==> src/rtl/inst_cfg_sequencer.sv <==
// Shares one parameter-configuration write port among NUM_INST instance slots.
// Round-robin picks a slot, then two handshaked writes (A, then B) and a done pulse.
module inst_cfg_sequencer #(
  parameter int NUM_INST = 4,
  parameter int DATA_W   = 16,
  parameter int IDX_W    = 2
) (
  input  logic                       clk,
  input  logic                       rst,
  input  logic [NUM_INST-1:0]        req,
  input  logic [NUM_INST*DATA_W-1:0] req_a,
  input  logic [NUM_INST*DATA_W-1:0] req_b,
  output logic [NUM_INST-1:0]        done,
  output logic                       busy,
  output logic                       cfg_valid,
  input  logic                       cfg_ready,
  output logic [IDX_W-1:0]           cfg_inst,
  output logic                       cfg_sel,
  output logic [DATA_W-1:0]          cfg_data,
  output logic                       cfg_last
);

  typedef enum logic [1:0] {IDLE, SEND_A, SEND_B, ST_DONE} state_t;

  state_t                state_q, state_d;
  logic [IDX_W-1:0]      idx_q, idx_d;
  logic [IDX_W-1:0]      last_grant_q, last_grant_d;
  logic [DATA_W-1:0]     a_q, a_d, b_q, b_d;
  logic [NUM_INST-1:0]   done_q, done_d;
  logic                  busy_q, busy_d;
  logic                  cfg_valid_q, cfg_valid_d;
  logic [IDX_W-1:0]      cfg_inst_q, cfg_inst_d;
  logic                  cfg_sel_q, cfg_sel_d;
  logic [DATA_W-1:0]     cfg_data_q, cfg_data_d;
  logic                  cfg_last_q, cfg_last_d;

  logic                  grant_vld;
  logic [IDX_W-1:0]      grant_idx;
  logic [IDX_W-1:0]      cand;
  logic                  hs;

  // First set request strictly after last_grant, wrapping around.
  always_comb begin
    grant_vld = 1'b0;
    grant_idx = '0;
    cand      = '0;
    for (int k = 1; k <= NUM_INST; k++) begin
      cand = IDX_W'((int'(last_grant_q) + k) % NUM_INST);
      if (!grant_vld && req[cand]) begin
        grant_vld = 1'b1;
        grant_idx = cand;
      end
    end
  end

  assign hs = cfg_valid_q && cfg_ready;

  always_comb begin
    state_d      = state_q;
    idx_d        = idx_q;
    a_d          = a_q;
    b_d          = b_q;
    last_grant_d = last_grant_q;
    case (state_q)
      IDLE: begin
        if (grant_vld) begin
          state_d = SEND_A;
          idx_d   = grant_idx;
          a_d     = req_a[int'(grant_idx)*DATA_W +: DATA_W];
          b_d     = req_b[int'(grant_idx)*DATA_W +: DATA_W];
        end
      end
      SEND_A:  if (hs) state_d = SEND_B;
      SEND_B:  if (hs) state_d = ST_DONE;
      ST_DONE: begin
        state_d      = IDLE;
        last_grant_d = idx_q;
      end
      default: state_d = IDLE;
    endcase
  end

  // Outputs are decoded from the next state so every port comes straight off a flop.
  always_comb begin
    busy_d      = (state_d != IDLE);
    cfg_valid_d = (state_d == SEND_A) || (state_d == SEND_B);
    cfg_sel_d   = (state_d == SEND_B);
    cfg_last_d  = (state_d == SEND_B);
    cfg_inst_d  = (state_d == IDLE) ? '0 : idx_d;
    cfg_data_d  = '0;
    if (state_d == SEND_A) cfg_data_d = a_d;
    if (state_d == SEND_B) cfg_data_d = b_d;
    done_d = '0;
    if (state_d == ST_DONE) done_d[idx_d] = 1'b1;
  end

  always_ff @(posedge clk) begin
    if (rst) begin
      state_q      <= IDLE;
      idx_q        <= '0;
      last_grant_q <= IDX_W'(NUM_INST - 1);
      a_q          <= '0;
      b_q          <= '0;
      done_q       <= '0;
      busy_q       <= 1'b0;
      cfg_valid_q  <= 1'b0;
      cfg_inst_q   <= '0;
      cfg_sel_q    <= 1'b0;
      cfg_data_q   <= '0;
      cfg_last_q   <= 1'b0;
    end else begin
      state_q      <= state_d;
      idx_q        <= idx_d;
      last_grant_q <= last_grant_d;
      a_q          <= a_d;
      b_q          <= b_d;
      done_q       <= done_d;
      busy_q       <= busy_d;
      cfg_valid_q  <= cfg_valid_d;
      cfg_inst_q   <= cfg_inst_d;
      cfg_sel_q    <= cfg_sel_d;
      cfg_data_q   <= cfg_data_d;
      cfg_last_q   <= cfg_last_d;
    end
  end

  assign done      = done_q;
  assign busy      = busy_q;
  assign cfg_valid = cfg_valid_q;
  assign cfg_inst  = cfg_inst_q;
  assign cfg_sel   = cfg_sel_q;
  assign cfg_data  = cfg_data_q;
  assign cfg_last  = cfg_last_q;

endmodule

==> config.mk <==
export PLATFORM = sky130hd
export DESIGN_NAME = inst_cfg_sequencer
export DESIGN_NICKNAME = d
export VERILOG_FILES = /design/src/rtl/inst_cfg_sequencer.sv
export SDC_FILE = /design/constraint.sdc
export NUM_CORES = 1
export LEC_CHECK = 0
export CAP_MARGIN = 5
export CELL_PAD_IN_SITES_DETAIL_PLACEMENT = 0
export CELL_PAD_IN_SITES_GLOBAL_PLACEMENT = 1
export CORE_MARGIN = 5
export CORE_UTILIZATION = 27
export CTS_CLUSTER_DIAMETER = 40
export CTS_CLUSTER_SIZE = 20
export DETAILED_ROUTE_END_ITERATION = 10
export HOLD_SLACK_MARGIN = 0.15
export PLACE_DENSITY = 0.83
export SYNTH_ARGS = -nofsm -noshare
export SYNTH_HDL_FRONTEND = slang
export SYNTH_SLANG_ARGS = --single-unit
==> constraint.sdc <==
create_clock -name clk -period 2.4 [get_ports clk]
set_input_delay 0.72 -clock clk [delete_from_list [all_inputs] [get_ports clk]]
set_output_delay 0.72 -clock clk [all_outputs]
set_load 0.02 [all_outputs]
# == After elaboration in Yosys (flattened, before gate mapping) ==
# Index checks and enable logic that the tools add are counted.
# word_totals
reg_bits,63
word_cells,74
in_bits,135
output_inout_bits,26
# op_classes
n_mux,30
eq_ne,6
n_reduce_logical,14
n_lt_le_gt_ge,6
add_sub_neg,4
n_shift,2
n_bitwise,1
# ops
op,count
64-bit by 7-bit variable part select with 16-bit output,2
16-bit 2-to-1 mux,6
2-bit 2-to-1 mux,9
"2-bit by 3-bit < comparator with 1-bit output, second input constant",5
1-bit 2-to-1 mux,9
1-bit binary-select mux with 2-bit select,4
"2-bit == test, second input constant",4
2-bit case mux with 4 select lines,1
1-bit logical AND,5
"2-bit by 1-bit adder with 2-bit output, second input constant",2
"2-bit adder, second input constant",2
"2-bit by 1-bit == test with 1-bit output, second input constant",2
2-bit logical NOT,2
2-bit OR reduction,2
1-bit logical NOT,3
1-bit demux with 2-bit select,1
"2-bit by 1-bit greater-or-equal comparator with 1-bit output, second input constant",1
2-bit nonzero test,1
1-bit logical OR,1
1-bit inverter,1

# == Logic depth before layout (Yosys ltp) ==
# Gate-level depths: netlist of the first run.
# logic_depth
word_depth,19
depth_mapped,9
depth_no_buf,8

# == Worst setup path before layout of the first run ==
# No wires, ideal clock.
# synth_timing
path_kind,input to register
startpoint,in req[1]
endpoint,reg cfg_data_q[12] (netlist: cfg_data[12])
setup_time_ns,0.127
required_ns,2.273
arrival_time_ns,2.192
path_buffers,1
stages,8
setup_slack_ns,0.080
path_cell_list,nor4_1 > a221o_1 > inv_1 > ha_1 > nor2b_1 > nand2b_1 > clkbuf_1 > o2bb2ai_1
# synth_between
elab_chain_len,17
elab_cells_between_ends,34
cone_classes,eq/ne: 2; shift: 2; mux: 24; reduce/logical: 6
# synth_rtl
element,line_no,text
from (decl),10,"input logic [NUM_INST-1:0] req,"
1-bit binary-select mux with 2-bit select,49,if (!grant_vld && req[cand]) begin
1-bit 2-to-1 mux (implied by the code),49,
1-bit 2-to-1 mux,49,
1-bit logical NOT,49,
1-bit logical AND,49,
1-bit 2-to-1 mux,49,
1-bit logical NOT,49,
1-bit logical AND,49,
(+2 left out),--,
1-bit logical AND,49,
1-bit 2-to-1 mux *,49,
2-bit 2-to-1 mux *,66,if (grant_vld) begin
2-bit case mux with 4 select lines *,64,case (state_q)
via state_d[0],25,"state_t state_q, state_d;"
2-bit by 1-bit == test with 1-bit output,91,if (state_d == SEND_A) cfg_data_d = a_d;
16-bit 2-to-1 mux,91,
16-bit 2-to-1 mux *,92,if (state_d == SEND_B) cfg_data_d = b_d;
to (signal assigned),122,cfg_data_q <= cfg_data_d;
to (decl),34,"logic [DATA_W-1:0] cfg_data_q, cfg_data_d;"
# Mark *: on every way through the listed nets, which the timed path passes. The rest lies on a longest branch. The select of a mux whose other input is x is not followed.
# A chain may end at the register's enable or synchronous reset.

# == Worst setup path in the final report of the first run ==
# layout_timing
startpoint,in req[2]
endpoint,reg b_q[12]
# layout_between
elab_chain_len,15
elab_cells_between_ends,25
cone_classes,shift: 1; mux: 18; reduce/logical: 6
# layout_rtl
element,line_no,text
1-bit binary-select mux with 2-bit select,49,
1-bit 2-to-1 mux (implied by the code),49,
1-bit 2-to-1 mux,49,
1-bit logical NOT,49,
1-bit logical AND,49,
1-bit 2-to-1 mux,49,
1-bit logical NOT,49,
1-bit logical AND,49,
1-bit 2-to-1 mux,49,
1-bit logical NOT,49,
1-bit logical AND,49,
2-bit 2-to-1 mux,49,
64-bit by 7-bit variable part select with 16-bit output,70,b_d = req_b[int'(grant_idx)*DATA_W +: DATA_W];
16-bit 2-to-1 mux *,66,
16-bit 2-to-1 mux *,64,
to (signal assigned),103,b_q <= '0;
to (signal assigned),116,b_q <= b_d;
to (decl),28,"logic [DATA_W-1:0] a_q, a_d, b_q, b_d;"
# Mark *: on every way between the ends. The rest lies on a longest branch, timed or not. The select of a mux whose other input is x is not followed.

==> flow_summary.ini, run 1 <==
[synthesis]
synth_edf_count = 0
yosys.area.top_type = dfxtp_1
synth_seq_area_share_pct = 36.6
async_flop_share_pct = 0
ys_seq_elements = 63
synth_area_mm2 = 0.00344
yosysTopAreaCellShare_pct = 36.6
synth_cells = 360
syn_area_per_cell_um2 = 9.56
synth_cell_types = 47
ys_warn_count = 0
yosys-top-cells-area = dfxtp_1 37%, mux2i_1 12%, a221oi_2 5.7%, nand3_1 5.5%, nor2_1 4.0%
synth_nets = 499
synth_ff_type = dfxtp_1

[clock_tree]
htree_levels = 3
clock_sinks = 63
cts_buffers = 9
cts-root-buf = clkbuf_16
clock_latency_ns = 0.32
holdBufCountCts = 0
cts_tree = done
cts_max_path_buffers = 2
clkTransAtPathRegs_ns = 0.05

[worst_setup_path]
cp_slowest_cell = a221o_1
cp.depth = 9
cp-startpoint = req[2]
critPathLaunchType = primary input
critPathTopFamily = compound AO/OA/AOI/OAI gates
crit_chain = clkdlybuf4s15_1 -> nand2b_4 -> a21boi_4 -> o21a_4 -> buf_4 -> buf_12 -> mux2_2 -> a221o_1 -> nor2b_1
crit_type = in -> reg
ff2ff_path_depth = 8
setup.worst_path.end = b_q[12]$_SDFF_PP0_
cp-end-kind = register
reg2reg_from = last_grant_q[1]$_SDFFE_PP1N_
arrival_ns = 2.51
r2r_end = b_q[12]$_SDFF_PP0_
cp.required_ns = 2.60
crit_fanout = 6
crit_buf_inv = 3
max_stage_delay_ns = 0.35
r2r_setup_slack_ns = 0.16

[cells_and_area]
seq_area_mm2 = 0.00126
postLayoutCellArea_mm2 = 0.00601
drive_gt1_share_pct = 20.8
fin_nets = 686
multi_input_area_mm2 = 0.00207
antennaDiodeCount = 0
area_growth_pct = 74.6
nFillCells = 1181

[placed_design]
gp_congestion = 0.836
hpwl_mm = 9.32
port_buffers = 160
dp_slack_ns = -0.548
dpl_cell_area_mm2 = 0.00552

[routing]
dr_total_vias = 3484
post_drt_wl_per_cell_um = 16.8
routed_wl_mm = 12.2
dr.pass1.iters = 4
drc_errors = 0
drt-vias-per-instance = 4.81
first_iter_violations = 111
final_antenna_net_count = 0

[global_routing]
track_usage_pct = 16.0
overflow = 0
met1_usage_pct = 18.4
antenna_found_initial = 1
grt_busiest_layer = met2
grtUsageMet3_pct = 5.76
use_met2_pct = 28.2
grt_start_max_net_pins = 30
grt_pass1_wl_mm = 18.9
grt_pass1_vias = 3763

[timing]
relSlewSlack_pct = 68.5
fmax_ghz = 0.433
finalCritPeriodShare_pct = 96.1
slew_violations = 0
fin_tns_setup_ns = 0
hold_viol_final = 0
whs_ns = 0.487
tightestPinTransition_ns = 0.470
skew_ns = 0.00516
rsz0062_at_grt = no
min_period_ns = 2.31
setup_viol = 0
worst_slack_ns = 0.0931

[min_path]
worstHoldStart = b_q[3]$_SDFF_PP0_
hold_class = reg -> reg

[floorplan]
num_rows = 41
design.die.area_mm2 = 0.0151
die_h_um = 123
ios = 161
coreArea_mm2 = 0.0126
die_x_um = 123
initial_core_util_pct = 27.4

[power_and_ir_drop]
ir_drop_mv = 0.318
p_leak_nw = 2.46
power_density_mw_per_mm2 = 624
total_power_mw = 3.75

[status]
outcome = finished, final reports clean

[run]
timing.max_cap.violations = 0
-- registers in the layout, summed over array words and instances, names as in the netlist --
signal        flops
a_q              16
cfg_inst          2
done              4
cfg_valid         1
idx_q             2
state_q           2
b_q              16
cfg_data         16
busy              1
last_grant_q      2
cfg_last          1
-- repair_timing --
action	4_1_cts	5_1_grt
cloned	2	0
pin swaps	4	3
gates resized for setup	21	5
endpoints found under the setup margin	42	14
setup buffers	3	0
-- layer usage --
metal	share of wire (%)	vias to the layer above
met5	0.11	-
met4	1.4	2
met3	8.4	15
met2	49	114
met1	41	1639
li1	-	1714
-- cell families after synthesis --
kind of cell / count (synthesis) / synth area share, %
simple gates: 126 / 17.7
compound gates: 66 / 18.4
flops: 63 / 36.6
mux: 62 / 20.1
buf+inv: 39 / 5.63
fa+ha+maj: 4 / 1.45
-- cells in the final DEF (no fill, tap or decap), types with 2 or more instances in the layout --
master and n:
nor3_1 18, ha_1 4, a211oi_2 2, clkbuf_8 2, buf_12 10, buf_16 2, nor2_1 37, buf_4 35
nand3_1 38, buf_2 3, a221o_1 7, clkdlybuf4s50_1 155, inv_1 6, nand2_1 9, o22ai_1 7, nor3_2 2
a21oi_1 2, mux2_4 9, a211o_1 2, mux2_2 12, clkinv_2 2, and3_1 4, a211oi_1 6, o211ai_1 4
nand2b_1 3, nor2b_1 6, a221oi_2 12, a21boi_0 2, o211a_1 2, clkbuf_16 9, mux2i_1 40, dfxtp_1 63
bufinv_16 2, clkbuf_1 2, o2bb2ai_1 7
-- power by group --
group | switching, mW | leakage, nW | total [mW] | internal, mW
clock | 0.445 | 0.160 | 1.41 | 0.965
sequential | 0.0411 | 0.518 | 1.20 | 1.15
combinational | 0.501 | 1.78 | 1.15 | 0.647
-- worst register-to-register path: stages, from the launching register on --
cell,delay (ns)
dfxtp_1,0.43
mux2i_1,0.23
o22a_1,0.20
o21a_4,0.20
buf_4,0.14
buf_12,0.11
mux2_2,0.33
a221o_1,0.35
nor2b_1,0.14
-- area by class of cell --
type                       instances  area share, %
sequential                        63           21.0
inverter                           7          0.458
timing repair buffer             208           35.2
clock inverter                     3           1.08
multi-input combinational        258           34.4
clock buffer                      13           4.33
tap                              172           3.58
-- cell usage after synthesis, drive strengths merged (5+ instances only) --
| cell type | instances |
|---|---|
| a211oi | 8 |
| a221o | 7 |
| inv | 6 |
| nand2 | 9 |
| mux2i | 40 |
| nand2b | 5 |
| nor3 | 20 |
| mux2 | 21 |
| nor2 | 37 |
| o2bb2ai | 8 |
| o22ai | 7 |
| clkbuf | 12 |
| a221oi | 13 |
| dfxtp | 63 |
| nand3 | 38 |
| buf | 20 |
| nor2b | 7 |
-- how the worst min path moves through the flow --
| stage | end | slack [ns] | depth (start not counted) |
|---|---|---|---|
| after global routing | b_q[14]$_SDFF_PP0_ | 0.51 | 2 |
| after CTS | a_q[11]$_SDFF_PP0_ | 0.49 | 2 |
| after global placement | b_q[14]$_SDFF_PP0_ | 0.47 | 2 |
| after detailed placement | b_q[14]$_SDFF_PP0_ | 0.48 | 2 |
| final | b_q[3]$_SDFF_PP0_ | 0.49 | 2 |
| after floorplan | b_q[15]$_SDFF_PP0_ | 0.46 | 2 |
-- metrics by stage --
step / instances / utilization [%]
floorplan: 360 / -
global placement: 703 / 44.0
detailed placement: 703 / 44.0
CTS: 724 / 47.8
global route: 724 / 47.8
finish: 724 / 47.8
No activity file was read; power rests on OpenSTA's default activity.
==> inputs of run 2 (changes only) <==
--- a/constraint.sdc
+++ b/constraint.sdc
@@ -3,2 +3,2 @@
 set_output_delay 0.72 -clock clk [all_outputs]
-set_load 0.02 [all_outputs]
+set_load 0.1 [all_outputs]
==> run 2 against run 1 <==
Effect of this change:
- sequential share of layout area is 0.38 points higher
- hold slack worse by 0.0041 ns
- first-iteration DRC count decreased by 3.6%
==> flow_summary.ini, run 2 (synthesis results as in run 1) <==
[routing]
final_antenna_net_count = 0
first_iter_violations = 107
post_drt_wl_per_cell_um = 16.7
drc_errors = 0
drt-vias-per-instance = 4.79
routed_wl_mm = 12.1
dr.pass1.iters = 4
dr_total_vias = 3474

[timing]
rsz0062_at_grt = no
finalCritPeriodShare_pct = 96.7
tightestPinTransition_ns = 0.439
relSlewSlack_pct = 70.6
hold_viol_final = 0
fin_tns_setup_ns = 0
setup_viol = 0
fmax_ghz = 0.431
slew_violations = 0
skew_ns = 0.00692
min_period_ns = 2.32

[global_routing]
met1_usage_pct = 18.8
grtUsageMet3_pct = 5.12
grt_start_max_net_pins = 37
use_met2_pct = 27.4
grt_pass1_wl_mm = 18.6
antenna_found_initial = 1
overflow = 0
grt_busiest_layer = met2
track_usage_pct = 15.8
grt_pass1_vias = 3673

[cells_and_area]
area_growth_pct = 71.7
drive_gt1_share_pct = 26.0
postLayoutCellArea_mm2 = 0.00591
fin_nets = 687
final_common_cell = clkdlybuf4s50_1
most-common-layout-cells = 129 x clkdlybuf4s50_1, 63 x buf_4, 62 x dfxtp_1, 39 x mux2i_1, 38 x nand3_1
antennaDiodeCount = 0
nFillCells = 1178

[min_path]
hold_class = reg -> reg

[run]
timing.max_cap.violations = 0

[floorplan]
num_rows = 41
initial_core_util_pct = 27.4
die_x_um = 123
die_h_um = 123
coreArea_mm2 = 0.0126
ios = 161
design.die.area_mm2 = 0.0151

[status]
outcome = finished, final reports clean

[power_and_ir_drop]
power_switching_mw = 1.23
ir_drop_mv = 0.367
intPower_mw = 2.61
sw_frac_of_total_pct = 32.1
p_leak_nw = 2.48
power_density_mw_per_mm2 = 650
clkPwrFrac_pct = 33.2
power_frac_comb_pct = 35.6
seqPwrFrac_pct = 31.2

[clock_tree]
clock_latency_ns = 0.33
cts_buffers = 9
cts-root-buf = clkbuf_16
holdBufCountCts = 0
clkTransAtPathRegs_ns = 0.05
clock_sinks = 63
cts_tree = done
cts_max_path_buffers = 2
htree_levels = 3

[worst_setup_path]
cp_slowest_cell = a221o_1
r2r_end = cfg_data[10]$_SDFF_PP0_
crit_fanout = 12
max_stage_delay_ns = 0.28
critPathLaunchType = primary input
r2r_setup_slack_ns = 0.23
cp-end-kind = register
cp-startpoint = req[2]
cp.required_ns = 2.60
crit_type = in -> reg
arrival_ns = 2.53
crit_chain = clkdlybuf4s15_1 -> nand2b_4 -> a21boi_2 -> o21a_4 -> buf_12 -> buf_16 -> buf_4 -> mux2i_1 -> a221o_1 -> nor2b_1
reg2reg_from = last_grant_q[1]$_SDFFE_PP1N_
setup.worst_path.end = b_q[11]$_SDFF_PP0_
ff2ff_path_depth = 8

[placed_design]
gp_congestion = 0.794
hpwl_mm = 9.37
dpl_cell_area_mm2 = 0.00546
port_buffers = 160
==> run 2: power by group through the flow <==
stage	Clock [mW]	Combinational (mW)	Sequential (mW)
3_3_place_gp	0	1.30	1.22
2_1_floorplan	0	0.516	1.50
4_1_cts	1.31	1.36	1.20
3_5_place_dp	0	1.32	1.22
6_report	1.28	1.37	1.20
5_1_grt	1.36	1.46	1.21
==> run 2: how the worst min path moves through the flow <==
| stage | endpoint | slack (ns) | cells after the start | start |
|---|---|---|---|---|
| final | a_q[11]$_SDFF_PP0_ | 0.48 | 2 | a_q[11]$_SDFF_PP0_ |
| after global routing | a_q[5]$_SDFF_PP0_ | 0.52 | 2 | a_q[5]$_SDFF_PP0_ |
| after CTS | a_q[11]$_SDFF_PP0_ | 0.49 | 2 | a_q[11]$_SDFF_PP0_ |
| after detailed placement | a_q[12]$_SDFF_PP0_ | 0.48 | 2 | a_q[12]$_SDFF_PP0_ |
| after global placement | a_q[5]$_SDFF_PP0_ | 0.47 | 2 | a_q[5]$_SDFF_PP0_ |
| after floorplan | b_q[15]$_SDFF_PP0_ | 0.46 | 2 | b_q[15]$_SDFF_PP0_ |
==> run 2: cell type report <==
cell class	instances	area (µm²)	share of cell area (%)
clock buffers	12	246	4.17
clock inverters	4	45.0	0.762
inverters	7	31.3	0.529
multi-input cells	258	2080	35.2
flip-flops and latches	63	1260	21.4
well taps	172	215	3.64
repair buffers	209	2030	34.4
==> run 2: critical path: cells and delay by family <==
family	cells	cell delay [ns]
simple gates	2	0.29
mux	1	0.14
compound gates	3	0.70
buf+inv	4	0.64
==> run 2: routing by layer <==
layer	wire, µm	part of all wire, %	vias to the layer above
li1	-	-	1719
met1	5190	43	1648
met2	5930	49	95
met3	854	7.1	10
met4	93	0.77	2
met5	13	0.11	-
==> run 2: stage by stage <==
stage | hold slack (ns) | instances | util, % | worst slack, ns | total power, mW
floorplan | 0.456 | 360 | - | 0.0804 | 2.01
detailed placement | 0.482 | 706 | 43.4 | -0.561 | 2.54
global placement | 0.470 | 706 | 43.4 | -0.548 | 2.51
CTS | 0.489 | 725 | 46.6 | 0.0169 | 3.86
global route | 0.520 | 725 | 47.0 | 0.00239 | 4.03
finish | 0.483 | 725 | 47.0 | 0.0787 | 3.84
==> run 2: timing repair <==
| item | in CTS | in global routing |
|---|---|---|
| gates cloned | 2 | 0 |
| pin swaps | 1 | 4 |
| setup buffers | 1 | 0 |
| resized for setup | 15 | 15 |
| endpoints found under the setup margin | 39 | 31 |
==> inputs of run 3 (changes only) <==
--- a/config.mk
+++ b/config.mk
@@ -10,4 +10,4 @@
 export CELL_PAD_IN_SITES_GLOBAL_PLACEMENT = 1
-export CORE_MARGIN = 5
-export CORE_UTILIZATION = 27
+export CORE_MARGIN = 3
+export CORE_UTILIZATION = 30
 export CTS_CLUSTER_DIAMETER = 40
@@ -16,3 +16,3 @@
 export HOLD_SLACK_MARGIN = 0.15
-export PLACE_DENSITY = 0.83
+export PLACE_DENSITY = 0.87
 export SYNTH_ARGS = -nofsm -noshare
==> constraint.sdc (replaced) <==
create_clock -name clk -period 2.5 [get_ports clk]
set_input_delay 0.25 -clock clk [delete_from_list [all_inputs] [get_ports clk]]
set_output_delay 0.25 -clock clk [all_outputs]
set_load 0.1 [all_outputs]
==> run 3 against run 2 <==
Effect of this change:
- global-route usage rose by 1.7 points
- core utilization increased by 3.2 points
- die area fell by 15%
- critical path type unchanged
- largest power group unchanged
- highest routed layer is now met4
==> flow_summary.ini, run 3 (synthesis results as in run 1) <==
[routing]
met2WireLength_mm = 5.58
dr_total_vias = 3352
post_drt_wl_per_cell_um = 16.9
final_antenna_net_count = 0
routed_wl_mm = 11.2
drt-met1-wl_mm = 4.83
wl_met3_um = 738
drc_errors = 0
drt-vias-per-instance = 5.03
dr.pass1.iters = 4
first_iter_violations = 108
top_layer = met4

[power_and_ir_drop]
power_density_mw_per_mm2 = 628
total_power_mw = 3.48
ir_drop_mv = 0.344
p_leak_nw = 2.30

[clock_tree]
holdBufCountCts = 0
htree_levels = 3
cts_tree = done
cts_resized = 0
cts_max_path_buffers = 2
cts_buffers = 9
clock_latency_ns = 0.32
clkTransAtPathRegs_ns = 0.05
cts-root-buf = clkbuf_16
clock_sinks = 63
postCtsSetupRepairBufs = 0

[cells_and_area]
final_util_pct = 50.2
drive_gt1_share_pct = 20.3
most-common-layout-cells = 133 x clkdlybuf4s50_1, 62 x dfxtp_1, 41 x buf_4, 40 x mux2i_1, 38 x nand3_1
nFillCells = 1026
fin_nets = 661
area_growth_pct = 60.8
final_common_cell = clkdlybuf4s50_1
antennaDiodeCount = 0
instances_no_fill = 666

[timing]
whs_ns = 0.363
rsz0062_at_grt = no
tightestPinTransition_ns = 0.537
hold_viol_final = 0
fmax_ghz = 0.453
finalCritPeriodShare_pct = 88.3
fin_tns_setup_ns = 0
relSlewSlack_pct = 63.9
slew_violations = 0
skew_ns = 0.00820
setup_viol = 0
min_period_ns = 2.21

[worst_setup_path]
ff2ff_path_depth = 7
r2r_setup_slack_ns = 0.29
arrival_ns = 2.40
cp-end-kind = register
reg2reg_from = last_grant_q[1]$_SDFFE_PP1N_
cp.required_ns = 2.70
crit_fanout = 21
crit_type = in -> reg
critPathLaunchType = primary input
r2r_end = cfg_data[11]$_SDFF_PP0_

[floorplan]
die_x_um = 113
design.die.area_mm2 = 0.0128
die_h_um = 113
initial_core_util_pct = 31.2
ios = 161
num_rows = 38
coreArea_mm2 = 0.0110

[status]
outcome = finished, final reports clean

[min_path]
hold_end = b_q[15]$_SDFF_PP0_
hold_class = in -> reg
min_path_cells = 2
worstHoldStart = rst

[global_routing]
overflow = 0
grt_pass1_vias = 3451
antenna_found_initial = 0
grt_start_max_net_pins = 43
track_usage_pct = 17.4
grt_pass1_wl_mm = 17.8

[placed_design]
dp.cells = 651
gp_congestion = 0.830
hpwl_mm = 8.67
port_buffers = 160

[run]
timing.max_cap.violations = 0
run 3: layout make-up:
type / count / area, µm² / share of cell area, %
clock buffers: 11 / 243 / 4.39
flip-flops and latches: 63 / 1260 / 22.8
well taps: 140 / 175 / 3.16
clock inverters: 4 / 22.5 / 0.407
multi-input cells: 258 / 2000 / 36.2
repair buffers: 183 / 1800 / 32.6
inverters: 7 / 26.3 / 0.475
run 3: per-stage QoR:
stage                     worst slack (ns)  area, µm²
after floorplan                      0.282       3440
after CTS                            0.264       5540
after global routing                 0.140       5540
after detailed placement           -0.0489       5270
final                                0.293       5540
after global placement             0.00694       5270
run 3: worst max-delay path by stage:
| stage | to | slack [ns] | start |
|---|---|---|---|
| 3_5_place_dp | cfg_data[11]$_SDFF_PP0_ | -0.05 | req[2] |
| 4_1_cts | cfg_data[11]$_SDFF_PP0_ | 0.26 | last_grant_q[1]$_SDFFE_PP1N_ |
| 3_3_place_gp | cfg_data[11]$_SDFF_PP0_ | 0.007 | req[2] |
| 2_1_floorplan | cfg_data[12]$_SDFF_PP0_ | 0.28 | cfg_valid$_SDFF_PP0_ |
| 6_report | cfg_data[11]$_SDFF_PP0_ | 0.29 | req[2] |
| 5_1_grt | cfg_data[3]$_SDFF_PP0_ | 0.14 | req[2] |
run 3: per-layer routing:
metal,vias to the layer above,track usage [%]
met5,-,0
met4,0,3.61
met3,10,4.22
met2,112,30.4
met1,1568,21.9
li1,1662,-
run 3: report_power, final:
group	internal, mW	switching, mW
clock network	0.686	0.424
logic	0.533	0.683
registers	1.11	0.0423
total	2.33	1.15
run 3: worst max-delay path: stages:
cell,delay (ns)
clkdlybuf4s50_1,0.52
nand2b_1,0.14
a21boi_1,0.21
o21a_2,0.26
buf_12,0.20
mux2_2,0.37
a221oi_2,0.35
o2bb2ai_1,0.09
